===== src/rtl/commit_scheduler.sv =====
// In-order commit controller: circular reorder queue that allocates tags at issue,
// captures CDB results, retires the head to the register file and raises a flush on mispredict.
module commit_scheduler #(
  parameter int ROB_WIDTH = 4
) (
  input  logic                 clockIn,
  input  logic                 resetIn,
  input  logic                 readyIn,
  input  logic                 allocValid,
  input  logic                 allocHasRd,
  input  logic [4:0]           allocRd,
  input  logic                 allocIsBranch,
  output logic                 allocReady,
  output logic [ROB_WIDTH-1:0] allocId,
  input  logic                 cdbValid,
  input  logic [ROB_WIDTH-1:0] cdbId,
  input  logic [31:0]          cdbValue,
  input  logic                 cdbMispredict,
  input  logic [ROB_WIDTH-1:0] query1Id,
  output logic                 query1Ready,
  output logic [31:0]          query1Value,
  input  logic [ROB_WIDTH-1:0] query2Id,
  output logic                 query2Ready,
  output logic [31:0]          query2Value,
  output logic                 writeFlag,
  output logic [ROB_WIDTH-1:0] robId,
  output logic [4:0]           writeAddr,
  output logic [31:0]          writeValue,
  output logic                 clearOut
);

  localparam int DEPTH = 1 << ROB_WIDTH;
  localparam logic [ROB_WIDTH:0]   FULL_CNT = (ROB_WIDTH+1)'(DEPTH);
  localparam logic [ROB_WIDTH:0]   CNT_ONE  = (ROB_WIDTH+1)'(1);
  localparam logic [ROB_WIDTH-1:0] PTR_ONE  = ROB_WIDTH'(1);

  logic [DEPTH-1:0]     r_valid;
  logic [DEPTH-1:0]     r_done;
  logic [DEPTH-1:0]     r_hasRd;
  logic [DEPTH-1:0]     r_isBranch;
  logic [DEPTH-1:0]     r_mispredict;
  logic [4:0]           r_rd    [DEPTH];
  logic [31:0]          r_value [DEPTH];
  logic [ROB_WIDTH-1:0] r_head;
  logic [ROB_WIDTH-1:0] r_tail;
  logic [ROB_WIDTH:0]   r_count;
  logic                 r_clear;

  logic w_alloc;
  logic w_commit;
  logic w_flush;
  logic w_capture;

  assign allocReady = (r_count != FULL_CNT) & ~r_clear;
  assign allocId    = r_tail;

  assign w_alloc   = allocValid & allocReady & readyIn;
  assign w_commit  = readyIn & r_valid[r_head] & r_done[r_head] & ~r_clear;
  assign w_flush   = w_commit & r_isBranch[r_head] & r_mispredict[r_head];
  // No same-cycle forwarding: a capture only becomes visible from the next cycle.
  assign w_capture = cdbValid & readyIn & ~r_clear & r_valid[cdbId];

  assign writeFlag  = w_commit & r_hasRd[r_head] & (r_rd[r_head] != 5'd0);
  assign robId      = r_head;
  assign writeAddr  = r_rd[r_head];
  assign writeValue = r_value[r_head];
  assign clearOut   = r_clear;

  assign query1Ready = r_valid[query1Id] & r_done[query1Id];
  assign query1Value = r_value[query1Id];
  assign query2Ready = r_valid[query2Id] & r_done[query2Id];
  assign query2Value = r_value[query2Id];

  always_ff @(posedge clockIn or negedge resetIn) begin
    if (!resetIn) begin
      r_valid <= '0;
      r_done  <= '0;
      r_head  <= '0;
      r_tail  <= '0;
      r_count <= '0;
      r_clear <= 1'b0;
    end else if (readyIn) begin
      if (r_clear) begin
        r_clear <= 1'b0;
      end else if (w_flush) begin
        // The mispredicted branch retires, then everything younger (and any same-cycle alloc) is dropped.
        r_clear <= 1'b1;
        r_valid <= '0;
        r_done  <= '0;
        r_head  <= '0;
        r_tail  <= '0;
        r_count <= '0;
      end else begin
        if (w_capture) begin
          r_done[cdbId] <= 1'b1;
        end
        if (w_commit) begin
          r_valid[r_head] <= 1'b0;
          r_head          <= r_head + PTR_ONE;
        end
        if (w_alloc) begin
          r_valid[r_tail] <= 1'b1;
          r_done[r_tail]  <= 1'b0;
          r_tail          <= r_tail + PTR_ONE;
        end
        case ({w_alloc, w_commit})
          2'b10:   r_count <= r_count + CNT_ONE;
          2'b01:   r_count <= r_count - CNT_ONE;
          default: r_count <= r_count;
        endcase
      end
    end
  end

  // Payload storage is qualified by the control valid/done bits, so it needs no reset.
  always_ff @(posedge clockIn) begin
    if (w_capture) begin
      r_value[cdbId]      <= cdbValue;
      r_mispredict[cdbId] <= cdbMispredict;
    end
    if (w_alloc) begin
      r_hasRd[r_tail]    <= allocHasRd;
      r_rd[r_tail]       <= allocRd;
      r_isBranch[r_tail] <= allocIsBranch;
    end
  end

endmodule

===== config.mk =====
export PLATFORM = sky130hd
export DESIGN_NAME = commit_scheduler
export DESIGN_NICKNAME = d
export VERILOG_FILES = /design/src/rtl/commit_scheduler.sv
export SDC_FILE = /design/constraint.sdc
export NUM_CORES = 1
export LEC_CHECK = 0
export CAP_MARGIN = 20
export CORE_MARGIN = 2
export CORE_UTILIZATION = 55
export CTS_BUF_LIST = sky130_fd_sc_hd__clkbuf_16
export CTS_CLUSTER_SIZE = 14
export DETAILED_ROUTE_END_ITERATION = 16
export PLACE_DENSITY = 0.77
export SLEW_MARGIN = 20
export SYNTH_ARGS = -nofsm -noshare
export SYNTH_HDL_FRONTEND = slang
export SYNTH_SLANG_ARGS = --single-unit

===== constraint.sdc =====
create_clock -name clockIn -period 3.9 [get_ports clockIn]
set_input_delay 0.39 -clock clockIn [delete_from_list [all_inputs] [get_ports clockIn]]
set_output_delay 0.39 -clock clockIn [all_outputs]
set_load 0.02 [all_outputs]

==> results.json <==
{
  "ys_ff_latch": 686,
  "path_clk_slew_ns": 0.07,
  "drc_errors": 0,
  "synth_top_area_share": 0.558,
  "drt.antenna.violating_nets": 0,
  "nFillCells": 3925,
  "final-setup-viol-count": 0,
  "yosysMostFrequentCell": "edfxtp_1",
  "clock_skew_ns": 0.0265,
  "port_buffers": 170,
  "num_antenna_cells": 0,
  "vias": 20200,
  "fin_setup_tns_ns": 0,
  "synth_area_um2": 34500,
  "r2r-start": "robId[1]$_DFFE_PN0P_",
  "cts_setup_buffers": 0,
  "drtIter0Drc": 2805,
  "hold_violations": 0,
  "postLayoutCellArea_um2": 40300,
  "p_leak_uw": 0.0129,
  "grt_overflow_total": 0,
  "wire_per_inst_um": 34.4,
  "numCtsBuffers": 71,
  "endpoint": "writeValue[29]",
  "placed_cell_area_um2": 37800,
  "timing.fmax_ghz": 0.271,
  "final_util": 0.652,
  "timing.slew.headroom": 0.286,
  "p_int_uw": 16000,
  "synth_top_area_cell": "edfxtp_1",
  "pwr-share-clk": 0.314,
  "async_reset_ff_frac": 0.0671,
  "cp-end-kind": "output pin",
  "vias_per_cell": 7.38,
  "rsz0062_at_grt": "false",
  "cts.sinks": 686,
  "die_area_um2": 64700,
  "ir_drop_v": 0.000506,
  "syn-num-nets": 1715,
  "rows": 91,
  "grt_usage": 0.298,
  "cts_buffer_depth": 3,
  "avgSynthCellArea_um2": 20.9,
  "multi_input_area_um2": 13600,
  "yosys_warnings": 0,
  "maxCapViolCount": 0,
  "reg2reg_slack_ns": 0.54,
  "drv_slew": 0,
  "timing.rr.end": "r_count[4]$_DFFE_PN0P_",
  "drive_gt1_frac": 0.406,
  "start_util": 0.557,
  "tightest_slew_ns": 1.07,
  "r2r_cells": 13,
  "combPwrFrac": 0.302,
  "p_sw_frac": 0.302,
  "critPathMaxFanout": 67,
  "min_period_ns": 3.69,
  "synth_flop_cell": "edfxtp_1",
  "antenna_found_initial": 1,
  "synth_edf_count": 640,
  "grt_pass1_vias": 20500,
  "drt-total-wl_um": 93800,
  "power.density_nw_per_um2": 570,
  "ys_top_cells_by_area": "edfxtp_1 56%, mux4_2 34%, dfrtp_1 3.3%",
  "synthDistinctLibCells": 49,
  "critical_path_class": "register to output pin",
  "grt_pass1_wl_um": 138000,
  "gp_congestion": 0.879,
  "yosysSeqAreaShare": 0.591,
  "finalCritPeriodShare": 0.947,
  "fp.dieW_um": 254,
  "cp.required_ns": 3.51,
  "finalNetCount": 1904,
  "crit_start": "robId[0]$_DFFE_PN0P_",
  "clock_latency_ns": 0.63,
  "boundaryPins": 171,
  "start_kind": "register",
  "crit_arrival_ns": 3.30,
  "seqCellArea_um2": 20400,
  "die_y_um": 254,
  "grt_start_max_net_pins": 76,
  "hpwlAfterDp_um": 57400,
  "clock-root-buffer": "clkbuf_16",
  "holdCritPathClass": "input port to async pin",
  "syn2layout_area_growth_pct": 17.0,
  "seqPwrFrac": 0.384,
  "switchingPower_uw": 6940,
  "htreeDepth": 3,
  "cts_tree": "built",
  "synth_common_cells": "640 x edfxtp_1, 524 x mux4_2, 74 x nor2_1",
  "core_um2": 61800,
  "status": "finished clean",
  "netlist_instances": 1648,
  "dr.pass1.iters": 6
}
[state kept, by name, summed over array words and instances, names as in the netlist]
name and cells:
r_done 16, r_valid 16, r_mispredict 16, r_hasRd 16
clearOut 1, r_isBranch 16, r_rd 80, allocId 4
r_value 512, robId 4, r_count 5
[metrics by stage]
step,std cells,power [uW],hold slack (ns),setup slack (ns)
6_report,2729,23000,0.327,0.207
5_1_grt,2729,23700,0.369,0.0980
4_1_cts,2729,23100,0.358,0.00248
3_5_place_dp,2600,15900,0.523,0.170
3_3_place_gp,2598,15900,0.511,0.0736
2_1_floorplan,1648,13400,0.0944,0.438
[worst min path at each step]
stage          depth (start not counted)                  start  slack (ns)                     end
6_report                               2                resetIn        0.33    robId[3]$_DFFE_PN0P_
5_1_grt                                2                readyIn        0.37    clearOut$_DFFE_PN0P_
4_1_cts                                2                readyIn        0.36    clearOut$_DFFE_PN0P_
3_5_place_dp                           1  r_done[1]$_DFFE_PN0P_        0.52   r_done[1]$_DFFE_PN0P_
3_3_place_gp                           1  r_done[1]$_DFFE_PN0P_        0.51   r_done[1]$_DFFE_PN0P_
2_1_floorplan                          0                resetIn        0.09  allocId[0]$_DFFE_PN0P_
[layout by cell type, fill, tap and decap left out, types with 8 or more instances in the layout]
cell type,instances
mux4_2,524
clkinv_2,19
clkdlybuf4s50_1,128
ha_1,10
o21a_1,10
inv_1,14
o211ai_1,10
nand3_1,32
bufinv_16,13
dfrtp_1,42
dlymetal6s2s_1,27
a311oi_1,8
nor2_4,12
nor2_1,62
buf_12,27
buf_4,58
edfxtp_1,640
a31oi_1,9
o21ai_0,8
a21oi_1,28
clkbuf_16,72
nand2_1,35
[cell type report]
class,instances,share of cell area
Clock buffer,72,0.0447
Timing Repair Buffer,257,0.0695
Inverter,8,0.000745
Multi-Input combinational cell,813,0.337
Tap cell,837,0.0260
Sequential cell,686,0.506
Clock inverter,56,0.0166
[power groups by stage]
stage	Clock [uW]	Sequential (uW)	Combinational, uW
finish	7210	8830	6940
global route	7540	8850	7290
CTS	7290	8800	7010
detailed placement	0	8940	6970
global placement	0	8930	6920
floorplan	0	8740	4710
[layer usage]
layer | global-route usage | routed length [um] | up-vias
met5 | 0 | 12 | -
met4 | 0.0908 | 2470 | 2
met3 | 0.0686 | 11000 | 179
met2 | 0.471 | 46600 | 1523
met1 | 0.424 | 33700 | 10700
li1 | - | - | 7728
[critical path, stage by stage (launching register included)]
cell	delay (ns)
dfrtp_4	0.64
buf_16	0.40
mux4_2	0.63
mux4_2	0.52
dlygate4sd2_1	0.34
[logic make-up after synthesis]
logic type                 count (synthesis)  synth area share
AOI/OAI and AO/OA                         88            0.0174
xor gates and xnor gates                   6           0.00153
adders and majority gates                 10           0.00363
buffers and inverters                    149            0.0184
DFF                                      686             0.591
muxes                                    530             0.344
and+or+nand+nor                          179            0.0235
[repair_timing]
item	in CTS	in global routing
cloned	0	0
endpoints found under the setup margin	13	27
hold endpoints to repair	35	0
hold buffers	1	0
resized for setup	8	27
Note: power is estimated with default switching activity, not from simulation.
